**config.mk**
```make
export PLATFORM = sky130hd
export DESIGN_NAME = plic_mem
export DESIGN_NICKNAME = d
export VERILOG_FILES = /design/src/rtl/plic_mem.sv
export SDC_FILE = /design/constraint.sdc
export NUM_CORES = 1
export LEC_CHECK = 0
export ABC_CLOCK_PERIOD_IN_PS = 1490
export BUFFER_PORTS_ARGS = -buffer_cell sky130_fd_sc_hd__buf_4
export CORE_ASPECT_RATIO = 0.75
export CORE_MARGIN = 1.5
export CORE_UTILIZATION = 40
export DETAILED_ROUTE_END_ITERATION = 8
export PLACE_DENSITY = 0.76
export SLEW_MARGIN = 5
export SYNTH_ARGS = -nofsm -noshare
export SYNTH_HDL_FRONTEND = slang
export SYNTH_SLANG_ARGS = --single-unit
```
**constraint.sdc**
```tcl
create_clock -name i_clk -period 1.49 [get_ports i_clk]
set_input_delay 0.0745 -clock i_clk [delete_from_list [all_inputs] [get_ports i_clk]]
set_output_delay 0.0745 -clock i_clk [all_outputs]
set_load 0.02 [all_outputs]
```
**src/rtl/plic_mem.sv**
```systemverilog
// Single-source (PS/2, ID 10) PLIC register block with byte-wide access and a supervisor context.
// Defining PLIC_M_CONTEXT_EN adds a machine context sharing the source's in_service and masked state.
module plic_mem (
  input  logic        i_clk,
  input  logic        i_rst_n,
  input  logic [7:0]  i_data,
  input  logic [31:0] i_address,
  input  logic        i_write,
  input  logic        i_request,
  output logic [7:0]  o_data,
  output logic        o_data_DV,
  input  logic        i_ps2_interrupt,
  input  logic        i_ack,
  output logic        o_interrupt
);

  localparam logic [7:0]  SRC_ID = 8'd10;

  // Word addresses (byte offset >> 2) of the implemented registers.
  localparam logic [21:0] W_PRIO = 22'h00000A;
  localparam logic [21:0] W_PEND = 22'h000400;
  localparam logic [21:0] W_SEN  = 22'h000820;
  localparam logic [21:0] W_STH  = 22'h080400;
  localparam logic [21:0] W_SCLM = 22'h080401;
`ifdef PLIC_M_CONTEXT_EN
  localparam logic [21:0] W_MEN  = 22'h000800;
  localparam logic [21:0] W_MTH  = 22'h080000;
  localparam logic [21:0] W_MCLM = 22'h080001;
`endif

  typedef enum logic [3:0] {
    SEL_NONE,
    SEL_PRIO,
    SEL_PEND,
    SEL_SEN,
    SEL_STH,
    SEL_SCLM,
    SEL_MEN,
    SEL_MTH,
    SEL_MCLM
  } sel_e;

  sel_e        sel;
  logic [21:0] word_addr;
  logic [1:0]  byte_sel;
  logic        byte0;
  logic        rd_access;
  logic        wr_access;

  logic [2:0]  prio;
  logic        pending;
  logic        s_en;
  logic [2:0]  s_thr;
  logic        in_service;
  logic        masked;

  logic        s_eligible;
  logic        m_eligible;
  logic        s_irq;
  logic        m_irq;
  logic        claim_take;
  logic        complete;
  logic [31:0] rd_word;
  logic [7:0]  rd_byte;

  logic        unused_addr_hi;
  assign unused_addr_hi = ^i_address[31:24];

  assign word_addr = i_address[23:2];
  assign byte_sel  = i_address[1:0];
  assign byte0     = (byte_sel == 2'd0);
  assign rd_access = i_request & ~i_write;
  assign wr_access = i_request & i_write;

  always_comb begin
    sel = SEL_NONE;
    case (word_addr)
      W_PRIO:  sel = SEL_PRIO;
      W_PEND:  sel = SEL_PEND;
      W_SEN:   sel = SEL_SEN;
      W_STH:   sel = SEL_STH;
      W_SCLM:  sel = SEL_SCLM;
`ifdef PLIC_M_CONTEXT_EN
      W_MEN:   sel = SEL_MEN;
      W_MTH:   sel = SEL_MTH;
      W_MCLM:  sel = SEL_MCLM;
`endif
      default: sel = SEL_NONE;
    endcase
  end

  assign s_eligible = pending & s_en & (prio > s_thr);
  assign s_irq      = s_eligible & ~in_service & ~masked;

`ifdef PLIC_M_CONTEXT_EN
  logic       m_en;
  logic [2:0] m_thr;

  assign m_eligible = pending & m_en & (prio > m_thr);
  assign m_irq      = m_eligible & ~in_service & ~masked;

  always_ff @(posedge i_clk or negedge i_rst_n) begin
    if (!i_rst_n) begin
      m_en  <= 1'b0;
      m_thr <= '0;
    end else if (wr_access) begin
      if (sel == SEL_MEN && byte_sel == 2'd1) m_en  <= i_data[2];
      if (sel == SEL_MTH && byte0)            m_thr <= i_data[2:0];
    end
  end
`else
  assign m_eligible = 1'b0;
  assign m_irq      = 1'b0;
`endif

  // Only a byte-0 claim read that actually returns the ID has side effects.
  assign claim_take = rd_access & byte0 &
                      (((sel == SEL_SCLM) & s_eligible) | ((sel == SEL_MCLM) & m_eligible));
  assign complete   = wr_access & byte0 & ((sel == SEL_SCLM) | (sel == SEL_MCLM)) &
                      (i_data == SRC_ID) & in_service;

  always_comb begin
    rd_word = '0;
    case (sel)
      SEL_PRIO: rd_word = {29'd0, prio};
      SEL_PEND: rd_word = {21'd0, pending, 10'd0};
      SEL_SEN:  rd_word = {21'd0, s_en, 10'd0};
      SEL_STH:  rd_word = {29'd0, s_thr};
      SEL_SCLM: rd_word = {24'd0, (s_eligible ? SRC_ID : 8'd0)};
`ifdef PLIC_M_CONTEXT_EN
      SEL_MEN:  rd_word = {21'd0, m_en, 10'd0};
      SEL_MTH:  rd_word = {29'd0, m_thr};
      SEL_MCLM: rd_word = {24'd0, (m_eligible ? SRC_ID : 8'd0)};
`endif
      default:  rd_word = '0;
    endcase
  end

  always_comb begin
    rd_byte = '0;
    case (byte_sel)
      2'd0: rd_byte = rd_word[7:0];
      2'd1: rd_byte = rd_word[15:8];
      2'd2: rd_byte = rd_word[23:16];
      2'd3: rd_byte = rd_word[31:24];
      default: rd_byte = '0;
    endcase
  end

  always_ff @(posedge i_clk or negedge i_rst_n) begin
    if (!i_rst_n) begin
      o_data_DV <= 1'b0;
      o_data    <= '0;
    end else begin
      o_data_DV <= i_request;
      o_data    <= rd_access ? rd_byte : 8'd0;
    end
  end

  always_ff @(posedge i_clk or negedge i_rst_n) begin
    if (!i_rst_n) begin
      prio  <= '0;
      s_en  <= 1'b0;
      s_thr <= '0;
    end else if (wr_access) begin
      if (sel == SEL_PRIO && byte0)           prio  <= i_data[2:0];
      if (sel == SEL_SEN && byte_sel == 2'd1) s_en  <= i_data[2];
      if (sel == SEL_STH && byte0)            s_thr <= i_data[2:0];
    end
  end

  // A new event wins over a coincident claim so the second event is not lost.
  always_ff @(posedge i_clk or negedge i_rst_n) begin
    if (!i_rst_n) begin
      pending     <= 1'b0;
      in_service  <= 1'b0;
      masked      <= 1'b0;
      o_interrupt <= 1'b0;
    end else begin
      if (i_ps2_interrupt)  pending <= 1'b1;
      else if (claim_take)  pending <= 1'b0;

      if (claim_take)       in_service <= 1'b1;
      else if (complete)    in_service <= 1'b0;

      if (claim_take || complete) masked <= 1'b0;
      else if (i_ack)             masked <= 1'b1;

      o_interrupt <= s_irq | m_irq;
    end
  end

endmodule

```
# ---- Word level (Yosys, flattened, before mapping)
# Index checks and enable logic that the tools add are counted.
dict set report classes {
  n_mux 11
  eq_ne 15
  n_bitwise 17
  n_lt_le_gt_ge 1
  reduce_logical 11
}
# operator count
set ops {}
lappend ops {{case mux 11 bit (5 select lines)} 1}
lappend ops {{== test 22 x 20 -> 1 bit, second input constant} 2}
lappend ops {{case mux 8 bit (4 select lines)} 1}
lappend ops {{== test 22 x 11 -> 1 bit, second input constant} 1}
lappend ops {{== test 22 x 12 -> 1 bit, second input constant} 1}
lappend ops {{== test 22 x 4 -> 1 bit, second input constant} 1}
lappend ops {{case mux 3 bit (5 select lines)} 1}
lappend ops {{AND 1 bit} 13}
lappend ops {{== test 8 x 4 -> 1 bit, second input constant} 1}
lappend ops {{2-to-1 mux 8 bit} 1}
lappend ops {{== test 3 x 2 -> 1 bit, second input constant} 2}
lappend ops {{== test 3 bit, second input constant} 2}
lappend ops {{2-to-1 mux 1 bit} 6}
lappend ops {{AND reduction 2 bit} 3}
lappend ops {{nonzero test 2 bit} 3}
lappend ops {{== test 2 bit, second input constant} 2}
lappend ops {{== test 4 bit, second input constant} 1}
lappend ops {{2-to-1 mux 4 bit} 1}
lappend ops {{== test 3 x 1 -> 1 bit, second input constant} 1}
lappend ops {{> comparator 3 bit} 1}
lappend ops {{logical AND 1 bit} 3}
lappend ops {{NOT 1 bit} 3}
lappend ops {{== test 2 x 1 -> 1 bit, second input constant} 1}
lappend ops {{logical NOT 2 bit} 1}
lappend ops {{2 further kinds} 2}
dict set report totals {
  reg_bits 20
  elab_cells 64
  out_inout_bits 10
}

# ---- Depth between registers and ports, before layout
# Gate-level depths: netlist of the first run.
dict set report logic_depth {
  word_depth 9
  mapped_depth 6
}

# ---- Worst setup path before layout of the first run
# Ideal clock, no wire load.
dict set report synth_timing {
  path_kind {register to register}
  start {reg prio[1]}
  end {reg in_service}
  path_slack_ns 0.048
  period_less_slack_ns 1.442
  required_time_ns 1.351
  path_stages_with_launch 6
  arrival_time_ns 1.303
  cell_sequence {dfrtp_1 ha_1 nor2b_1 o21a_1 o2111ai_1 o21ai_0}
}
dict set report synth_via {
  elab_chain_len 5
}
# item line_no
set synth_rtl {}
lappend synth_rtl {{start: declaration} 50} ;# logic [2:0] prio;
lappend synth_rtl {{start signal: assignment} 166} ;# if (sel == SEL_PRIO && byte0) prio <= i_data[2:0];
lappend synth_rtl {{> comparator 3 bit (*)} 92} ;# assign s_eligible = pending & s_en & (prio > s_thr);
lappend synth_rtl {{AND 1 bit (*)} 92}
lappend synth_rtl {{AND 1 bit (*)} 118} ;# (((sel == SEL_SCLM) & s_eligible) | ((sel == SEL_MCLM) & m_eligible));
lappend synth_rtl {{AND 1 bit (*)} 117} ;# assign claim_take = rd_access & byte0 &
lappend synth_rtl {{2-to-1 mux 1 bit or nonzero test 2 bit (tied branches)} -}
lappend synth_rtl {{end signal: assignment} 176} ;# in_service <= 1'b0;
lappend synth_rtl {{end signal: assignment} 183} ;# if (claim_take) in_service <= 1'b1;
lappend synth_rtl {{end signal: assignment} 184} ;# else if (complete) in_service <= 1'b0;
lappend synth_rtl {{end: declaration} 54} ;# logic in_service;
# Mark *: on every way between the ends. The rest lies on a longest branch, timed or not.
# A chain may end at the register's enable or synchronous reset.

# ---- Final worst setup path of the first run
dict set report layout_timing {
  start {reg prio[2]}
  end {reg pending}
}
dict set report layout_via {
  elab_chain_len 5
}
# item line_no
set layout_rtl {}
lappend layout_rtl {{> comparator 3 bit} 92}
lappend layout_rtl {{AND 1 bit} 92}
lappend layout_rtl {{AND 1 bit} 118}
lappend layout_rtl {{AND 1 bit} 117}
lappend layout_rtl {{nonzero test 2 bit (no line)} -}
lappend layout_rtl {{end signal: assignment} 175} ;# pending <= 1'b0;
lappend layout_rtl {{end signal: assignment} 180} ;# if (i_ps2_interrupt) pending <= 1'b1;
lappend layout_rtl {{end signal: assignment} 181} ;# else if (claim_take) pending <= 1'b0;
lappend layout_rtl {{end: declaration} 51} ;# logic pending;
# No other way between the ends.

==> results.py, run 1 <==
metrics = {
    "route": {
        "wl_per_cell_um": 15.3,
        "vias_per_cell": 5.35,
        "drtIter0Drc": 24,
        "num_vias": 1069,
        "wirelength_um": 3050,
        "ant_nets": 0,
        "route.detailed.drc": 0,
        "dr.pass1.iters": 5,
    },
    "synthesis": {
        "seq_area_frac_synth": 0.364,
        "synth_edf_count": 0,
        "avgSynthCellArea_um2": 10.9,
        "synth_ff_type": "dfrtp_1",
        "syn_inst": 101,
        "synth-seq-cells": 16,
        "synthArstFlopShare": 1.00,
        "synth_commonest_cells": "dfrtp_1 (16), inv_1 (6), nor2_1 (6)",
        "syn_area_um2": 1100,
        "synth_most_common_cell": "dfrtp_1",
        "ys_warn_count": 0,
        "synth.distinct_cells": 47,
        "synth_largest_area_cell": "dfrtp_1",
        "netlist_top_cells_area": "dfrtp_1 (36%), mux2_2 (4.1%), mux2_4 (4.1%)",
        "synth_top_area_share": 0.364,
    },
    "floorplanning": {
        "coreArea_um2": 2600,
        "io_pins": 56,
        "die_area_um2": 3080,
        "die_y_um": 48.4,
        "placementRows": 16,
        "initial_utilization": 0.423,
        "die_w_um": 63.6,
    },
    "global_route": {
        "grt_max_degree": 17,
        "use_met3": 0.0628,
        "grt_pass1_vias": 1146,
        "met2_usage": 0.367,
        "grt_pass1_wl_um": 5040,
        "grtUsageMet1": 0.267,
        "grt-busiest-layer": "met2",
        "grt_util_all_layers": 0.210,
        "antenna_found_initial": 0,
        "grt.overflow.total": 0,
    },
    "sta": {
        "worst_hold_slack_ns": 0.0236,
        "period_share": 1.04,
        "finalSetupViolations": 3,
        "rsz0062_at_grt": "true",
        "maxSlewViolCount": 0,
        "max-slew-margin-rel": 0.671,
        "fmax_mhz": 644,
        "worst-slew-pin-transition_ns": 0.487,
        "period_needed_ns": 1.55,
        "setup_ws_ns": -0.0620,
        "skew_ns": 0.0132,
        "hold_viol": 0,
    },
    "power": {
        "powerDensity_nw_per_um2": 541,
        "irDropWorstVdd_mv": 0.423,
        "p_leak_nw": 0.781,
    },
    "critical_path": {
        "criticalPathCategory": "register to register",
        "crit_required_ns": 1.68,
        "crit_family": "flip-flops",
        "critPathArrivalTime_ns": 1.74,
        "startpoint_type": "register",
        "end_kind": "register",
        "crit_fanout": 3,
        "crit_slowest_cell": "dfrtp_1",
        "critical_path.n_buffers_inverters": 0,
        "critPathMaxStageDelay_ns": 0.42,
        "crit_chain": "ha_1 > nand3_2 > and4_1 > o2111ai_2 > a21o_1",
    },
    "clocking": {
        "path_clk_slew_ns": 0.10,
        "cts_tree": "built",
        "cts_buffer_depth": 2,
        "h-tree-depth": 1,
        "cts_buffers": 3,
        "numClockSinks": 16,
        "postCtsSetupRepairBufs": 0,
        "root_buffer": "clkbuf_4",
        "insertion_delay_ns": 0.30,
    },
    "placed_design": {
        "numPortBuffers": 43,
        "dpl.hpwl_um": 2440,
        "place_congestion": 0.875,
        "dp.cells": 191,
        "post-place-ws_ns": -0.153,
    },
    "run_status": {
        "status": "finished, violations left",
        "violations": "setup timing",
    },
    "finish": {
        "fin_cells": 200,
        "drive_gt1_frac": 0.518,
        "antennaDiodeCount": 0,
        "final_nets": 214,
        "areaGrowthSynthToFinish_pct": 51.8,
    },
    "min_path": {
        "hp-class": "primary input to register",
    },
    "run": {
        "cap_violations": 0,
    },
}
[cell families after synthesis]
group,Yosys count,synth area share
simple gates,47,0.351
compound gates,16,0.114
flops,16,0.364
buf+inv,11,0.0523
mux,7,0.0818
fa+ha+maj,3,0.0341
other cells,1,0.00341
[per-stage QoR]
step	area, um^2	TNS [ns]	utilization	total power, W
CTS	1640	-0.106	0.628	0.000907
floorplan	1110	0	-	0.000492
detailed placement	1540	-0.789	0.593	0.000607
global route	1670	-0.332	0.642	0.000946
finish	1670	-0.105	0.642	0.000905
global placement	1540	-0.495	0.593	0.000602
[layer usage]
layer,wire length [um],share of wire
met1,1370,0.45
met2,1480,0.48
met3,184,0.060
met4,19,0.0062
met5,0,0
[layout by cell type, fill, tap and decap left out, drive strengths merged, types with 3 or more instances in the layout]
cell type / instances
dlygate4sd3: 5
nand4: 5
buf: 56
nor2b: 3
nor3: 3
nand3: 3
a21oi: 3
nor4: 4
ha: 3
and4: 3
inv: 6
clkbuf: 4
nor2: 6
conb: 4
mux2: 7
dfrtp: 16
nor4b: 3
[sequential cells by signal, summed over array words and instances (netlist names)]
register / count
masked: 1
prio: 3
in_service: 1
s_thr: 3
o_data_DV: 1
o_interrupt: 1
s_en: 1
pending: 1
o_data: 4
[repair_timing]
item / in CTS / in global routing
pin swaps: 4 / 6
resized for setup: 2 / 8
endpoints found under the setup margin: 5 / 7
hold buffers: 5 / 0
hold endpoints to repair: 19 / 0
[layout make-up]
cell class | instances | area, um^2
clock buffer | 4 | 36.3
inverter | 6 | 22.5
timing repair buffer | 61 | 470
fill | 229 | 931
tap | 36 | 45.0
multi-input combinational | 77 | 697
sequential | 16 | 400
[worst paths after layout]
| check | slack (ns) | cells past startpoint | from | to |
|---|---|---|---|---|
| worst max-delay path | -0.06 | 5 | prio[2] | pending |
| worst min-delay path | 0.02 | 2 | i_data[0] | s_thr[0] |
| worst max register to register | -0.06 | 5 | prio[2] | pending |
| worst min register to register | 0.45 | 1 | masked | o_interrupt |
| max in group asynchronous | 1.13 | 2 | i_rst_n | o_data[3] |
| min in group asynchronous | 0.17 | 2 | i_rst_n | prio[2] |
[power breakdown]
group | switching, W | internal [W]
Sequential | 0.000000477 | 0.000435
Clock | 0.000145 | 0.000149
Combinational | 0.0000769 | 0.0000979
Total | 0.000223 | 0.000682
[worst reg2reg max path, delay by kind of cell, from the launching register on]
family / cells / cell delay, ns
adder cells (fa/ha/maj): 1 / 0.35
AND/OR/NAND/NOR: 2 / 0.28
AO/OA/AOI/OAI: 2 / 0.40
flip-flops: 1 / 0.42
Note: power is estimated with default switching activity, not from simulation.
==> inputs of run 2 (changes only) <==
--- a/config.mk
+++ b/config.mk
@@ -9,3 +9,2 @@
 export BUFFER_PORTS_ARGS = -buffer_cell sky130_fd_sc_hd__buf_4
-export CORE_ASPECT_RATIO = 0.75
 export CORE_MARGIN = 1.5
@@ -18 +17,2 @@
 export SYNTH_SLANG_ARGS = --single-unit
+export TNS_END_PERCENT = 5
==> constraint.sdc (replaced) <==
create_clock -name i_clk -period 1.49 [get_ports i_clk]
set_input_delay 0.3725 -clock i_clk [delete_from_list [all_inputs] [get_ports i_clk]]
set_output_delay 0.3725 -clock i_clk [all_outputs]
set_load 0.02 [all_outputs]
==> run 2 against run 1 <==
Compared with the run above:
- the flow still finishes with violations (setup timing)
- global-route usage rose by 0.27 points
- clock power grew 1%
- via count increased by 3.7%
- design area up 4.0%
- clock skew down 0.011 ns
- maximum frequency decreased by 0.27%
- non-clock buffer count increased by 10
- largest power group unchanged
==> results.py, run 2 (same netlist as run 1, synthesis figures left out) <==
metrics = {
    "finish": {
        "fill_cells": 203,
        "reg_top3": "o_data: 4 flops, prio: 3 flops, s_thr: 3 flops",
        "fin_cells": 204,
        "final_nets": 224,
        "areaGrowthSynthToFinish_pct": 58.0,
        "regMostFlops": "o_data",
        "mostFrequentLayoutCells": "buf_4 (68), dfrtp_1 (16), nor2_1 (6)",
        "drive_gt1_frac": 0.563,
        "fin_area_um2": 1740,
        "antennaDiodeCount": 0,
        "largest_register_ffs": 4,
        "final_common_cell": "buf_4",
    },
    "clocking": {
        "insertion_delay_ns": 0.29,
        "path_clk_slew_ns": 0.10,
        "cts_buffer_depth": 2,
        "numClockSinks": 16,
        "h-tree-depth": 1,
        "cts_tree": "built",
        "cts_buffers": 3,
        "root_buffer": "clkbuf_4",
    },
    "sta": {
        "fin_tns_setup_ns": -0.339,
        "period_share": 1.04,
        "worst_hold_slack_ns": 0.256,
        "rsz0062_at_grt": "true",
        "skew_ns": 0.00215,
        "period_needed_ns": 1.56,
        "hold_viol": 0,
        "worst-slew-pin-transition_ns": 0.490,
        "setup_ws_ns": -0.0662,
        "max-slew-margin-rel": 0.669,
        "finalSetupViolations": 7,
        "fmax_mhz": 643,
        "maxSlewViolCount": 0,
    },
    "critical_path": {
        "criticalPathCategory": "primary input to register",
        "crit_required_ns": 1.68,
        "crit_fanout": 3,
        "r2r_slack_ns": -0.06,
        "startpoint_type": "primary input",
        "reg2reg_depth": 6,
        "end_kind": "register",
        "critPathArrivalTime_ns": 1.75,
        "timing.rr.start": "prio[1]",
        "reg2reg_to": "o_data[1]",
    },
    "floorplanning": {
        "io_pins": 56,
        "initial_utilization": 0.433,
        "placementRows": 18,
        "coreArea_um2": 2540,
        "die_area_um2": 3080,
        "die_y_um": 55.5,
        "die_w_um": 55.5,
    },
    "route": {
        "ant_nets": 0,
        "drtIter0Drc": 11,
        "dr.pass1.iters": 4,
        "route.detailed.drc": 0,
        "vias_per_cell": 5.44,
        "wirelength_um": 3110,
        "wl_per_cell_um": 15.3,
        "num_vias": 1109,
    },
    "global_route": {
        "grt_util_all_layers": 0.213,
        "grt_max_degree": 17,
        "grt_pass1_vias": 1190,
        "antenna_found_initial": 0,
        "grt_pass1_wl_um": 5180,
        "grt.overflow.total": 0,
    },
    "run": {
        "cap_violations": 0,
    },
    "placed_design": {
        "place_congestion": 0.812,
        "dpl.hpwl_um": 2510,
        "dp.cells": 198,
        "placed_area_um2": 1640,
        "numPortBuffers": 43,
        "post-place-ws_ns": -0.380,
    },
    "power": {
        "p_leak_nw": 0.819,
        "irDropWorstVdd_mv": 0.552,
        "powerDensity_nw_per_um2": 532,
    },
    "min_path": {
        "holdPathEnd": "pending",
        "min_from": "i_ps2_interrupt",
        "hp-class": "primary input to register",
        "hold-path-cell-count": 2,
    },
    "run_status": {
        "violations": "setup timing",
        "status": "finished, violations left",
    },
}
==> run 2: cell types whose count changed in the layout (fill, tap and decap cells not counted), sizes merged <==
cell | previous run | this run
dlygate4sd3 | 5 | 1
buf | 56 | 70
==> run 2: metrics by stage <==
stage / power, W / util
after floorplan: 0.000492 / -
after global placement: 0.000621 / 0.644
final: 0.000925 / 0.683
after global routing: 0.000962 / 0.683
after CTS: 0.000926 / 0.664
after detailed placement: 0.000628 / 0.644
==> run 2: critical path, cell delays in order <==
cell     delay (ns)
buf_4          0.12
nor4_4         0.33
nand4_2        0.19
nor4b_4        0.40
mux2_4         0.34
==> run 2: timing repair <==
item / CTS / global route
gates cloned: 0 / 0
endpoints found under the setup margin: 9 / 13
pin swaps: 2 / 2
hold endpoints to repair: 16 / 0
hold buffers: 1 / 0
buffers inserted: 0 / 1
resized for setup: 1 / 8
==> run 2: metal layers <==
| layer | global-route usage | up-vias | wire length [um] |
|---|---|---|---|
| li1 | - | 534 | - |
| met1 | 0.225 | 533 | 1160 |
| met2 | 0.408 | 38 | 1750 |
| met3 | 0.0515 | 4 | 183 |
| met4 | 0.0662 | 0 | 21 |
| met5 | 0 | - | 0 |
==> run 2: worst max-delay path by stage <==
stage | start | to
3_3_place_gp | i_address[19] | prio[0]
3_5_place_dp | i_address[9] | prio[0]
5_1_grt | i_address[9] | o_data[0]
4_1_cts | prio[1] | o_interrupt
2_1_floorplan | i_address[19] | prio[0]
6_report | i_address[9] | prio[0]
==> run 2: cell type report <==
cell class	count	area, um^2	share of cell area
multi-input combinational	77	699	0.402
timing repair buffer	71	543	0.312
sequential	16	400	0.230
tap	30	37.5	0.0216
clock buffer	4	36.3	0.0209
inverter	6	22.5	0.0129
==> run 2: where the power goes <==
part | switching (W) | internal, W
Combinational | 0.0000809 | 0.000111
Clock | 0.000149 | 0.000149
Sequential | 0.000000428 | 0.000435
Total | 0.000230 | 0.000695
==> inputs of run 3 (changes only) <==
==> constraint.sdc (replaced) <==
create_clock -name i_clk -period 1.49 [get_ports i_clk]
set_input_delay 0.298 -clock i_clk [delete_from_list [all_inputs] [get_ports i_clk]]
set_output_delay 0.298 -clock i_clk [all_outputs]
set_load 0.02 [all_outputs]
==> run 3 against run 2 <==
Compared with the run above:
- the flow still finishes with violations (setup timing)
- via count increased by 0.72%
- first-iteration DRC count increased by 120%
- flip-flop and latch count unchanged
- hold slack got worse by 0.078 ns
- combinational power about the same
- cell count unchanged
- critical path depth increased by 1
- design area increased by 0.79%
- die area unchanged
- sequential share of layout area decreased by 0.18 points
==> results.py, run 3 (same netlist as run 1, synthesis figures left out) <==
metrics = {
    "sta": {
        "period_share": 1.07,
        "fmax_mhz": 627,
        "setup_ws_ns": -0.106,
        "max-slew-margin-rel": 0.614,
        "period_needed_ns": 1.60,
        "worst-slew-pin-transition_ns": 0.572,
        "finalSetupViolations": 5,
        "rsz0062_at_grt": "true",
        "maxSlewViolCount": 0,
        "worst_hold_slack_ns": 0.178,
        "skew_ns": 0.00510,
        "hold_viol": 0,
    },
    "route": {
        "dr.pass1.iters": 4,
        "topRoutingLayerUsed": "met4",
        "wirelength_um": 3230,
        "wl_met1_um": 1290,
        "wl_per_cell_um": 15.8,
        "ant_nets": 0,
        "route.met2.wl_um": 1730,
        "vias_per_cell": 5.48,
        "drtIter0Drc": 24,
        "num_vias": 1117,
        "route.detailed.drc": 0,
        "route.met3.wl_um": 166,
    },
    "finish": {
        "regMostFlops": "o_data",
        "fin_util": 0.689,
        "fin_cells": 204,
        "antennaDiodeCount": 0,
        "largest_register_ffs": 4,
        "fill_cells": 203,
        "reg_top3": "o_data: 4 flops, prio: 3 flops, s_thr: 3 flops",
        "final_common_cell": "buf_4",
        "mostFrequentLayoutCells": "buf_4 (66), dfrtp_1 (16), nor2_1 (6)",
        "drive_gt1_frac": 0.569,
        "final_nets": 224,
        "areaGrowthSynthToFinish_pct": 59.2,
    },
    "run_status": {
        "status": "finished, violations left",
        "violations": "setup timing",
    },
    "placed_design": {
        "dpl.hpwl_um": 2470,
        "place_congestion": 0.812,
        "numPortBuffers": 43,
        "dp.cells": 198,
    },
    "floorplanning": {
        "io_pins": 56,
        "die_y_um": 55.5,
        "coreArea_um2": 2540,
        "die_area_um2": 3080,
        "die_w_um": 55.5,
        "initial_utilization": 0.433,
        "placementRows": 18,
    },
    "clocking": {
        "root_buffer": "clkbuf_4",
        "h-tree-depth": 1,
        "cts_buffer_depth": 2,
        "cts_buffers": 3,
        "numClockSinks": 16,
        "path_clk_slew_ns": 0.11,
        "cts_tree": "built",
        "insertion_delay_ns": 0.30,
    },
    "min_path": {
        "hp-class": "primary input to register",
    },
    "critical_path": {
        "crit_required_ns": 1.69,
        "startpoint_type": "register",
        "end_kind": "register",
        "criticalPathCategory": "register to register",
        "critPathArrivalTime_ns": 1.79,
        "crit_fanout": 2,
    },
    "global_route": {
        "grt_pass1_wl_um": 5110,
        "antenna_found_initial": 0,
        "grt_util_all_layers": 0.207,
        "grt_max_degree": 17,
        "grt.overflow.total": 0,
        "grt_pass1_vias": 1129,
    },
    "power": {
        "switching_share": 0.258,
        "pwr-share-seq": 0.464,
        "powerDensity_nw_per_um2": 536,
        "p_leak_nw": 0.823,
        "power.share.clock": 0.329,
        "irDropWorstVdd_mv": 0.460,
        "p_comb_frac": 0.207,
        "p_sw_w": 0.000243,
        "total_power_w": 0.000939,
        "p_int_w": 0.000697,
    },
    "run": {
        "cap_violations": 0,
    },
}
[run 3: cell counts in the layout (fill, tap and decap cells not counted)]
No cell type changed its count.
[run 3: per-stage QoR]
| step | instance area [um^2] | setup WS, ns | setup TNS, ns |
|---|---|---|---|
| 2_1_floorplan | 1120 | -0.0627 | -0.188 |
| 3_3_place_gp | 1640 | -0.264 | -2.15 |
| 3_5_place_dp | 1640 | -0.286 | -2.42 |
| 4_1_cts | 1690 | -0.0867 | -0.354 |
| 5_1_grt | 1750 | -0.195 | -0.709 |
| 6_report | 1750 | -0.106 | -0.308 |
[run 3: layer usage]
| metal | up-vias | track usage |
|---|---|---|
| met5 | - | 0 |
| met4 | 0 | 0.0418 |
| met3 | 6 | 0.0328 |
| met2 | 40 | 0.388 |
| met1 | 542 | 0.248 |
| li1 | 529 | - |
[run 3: what timing repair did]
item                                    CTS  global route
endpoints found under the hold margin    16             0
pin swaps                                 1             8
setup buffers                             0             1
gates resized for setup                   1            11
hold buffers                              1             0
endpoints found under the setup margin    5            10
[run 3: final timing paths]
check / from / to / slack, ns / depth (start not counted)
worst max-delay path: prio[1] / o_interrupt / -0.11 / 6
worst min-delay path: i_ps2_interrupt / pending / 0.18 / 2
worst max register to register: prio[1] / o_interrupt / -0.11 / 6
worst min register to register: masked / o_interrupt / 0.49 / 1
max in group asynchronous: i_rst_n / prio[1] / 0.92 / 2
min in group asynchronous: i_rst_n / o_interrupt / 0.38 / 2
[run 3: area by class of cell]
cell class | count | area [um^2] | area share
Clock buffer | 4 | 36.3 | 0.0207
Timing Repair Buffer | 71 | 551 | 0.314
Sequential cell | 16 | 400 | 0.228
Inverter | 6 | 22.5 | 0.0128
Tap cell | 30 | 37.5 | 0.0214
Multi-Input combinational cell | 77 | 706 | 0.403
[run 3: power groups by stage]
stage / Combinational, W / Sequential (W) / Clock (W)
finish: 0.000194 / 0.000436 / 0.000309
global route: 0.000210 / 0.000436 / 0.000330
CTS: 0.000186 / 0.000436 / 0.000308
detailed placement: 0.000183 / 0.000444 / 0
global placement: 0.000177 / 0.000444 / 0
floorplan: 0.0000463 / 0.000446 / 0
[run 3: worst max-delay path, stage by stage, from the launching register on]
cell and delay (ns):
dfrtp_1 0.43, ha_4 0.25, nor2b_1 0.12, o21a_1 0.22, buf_6 0.13, o21a_1 0.19, nor3b_2 0.16
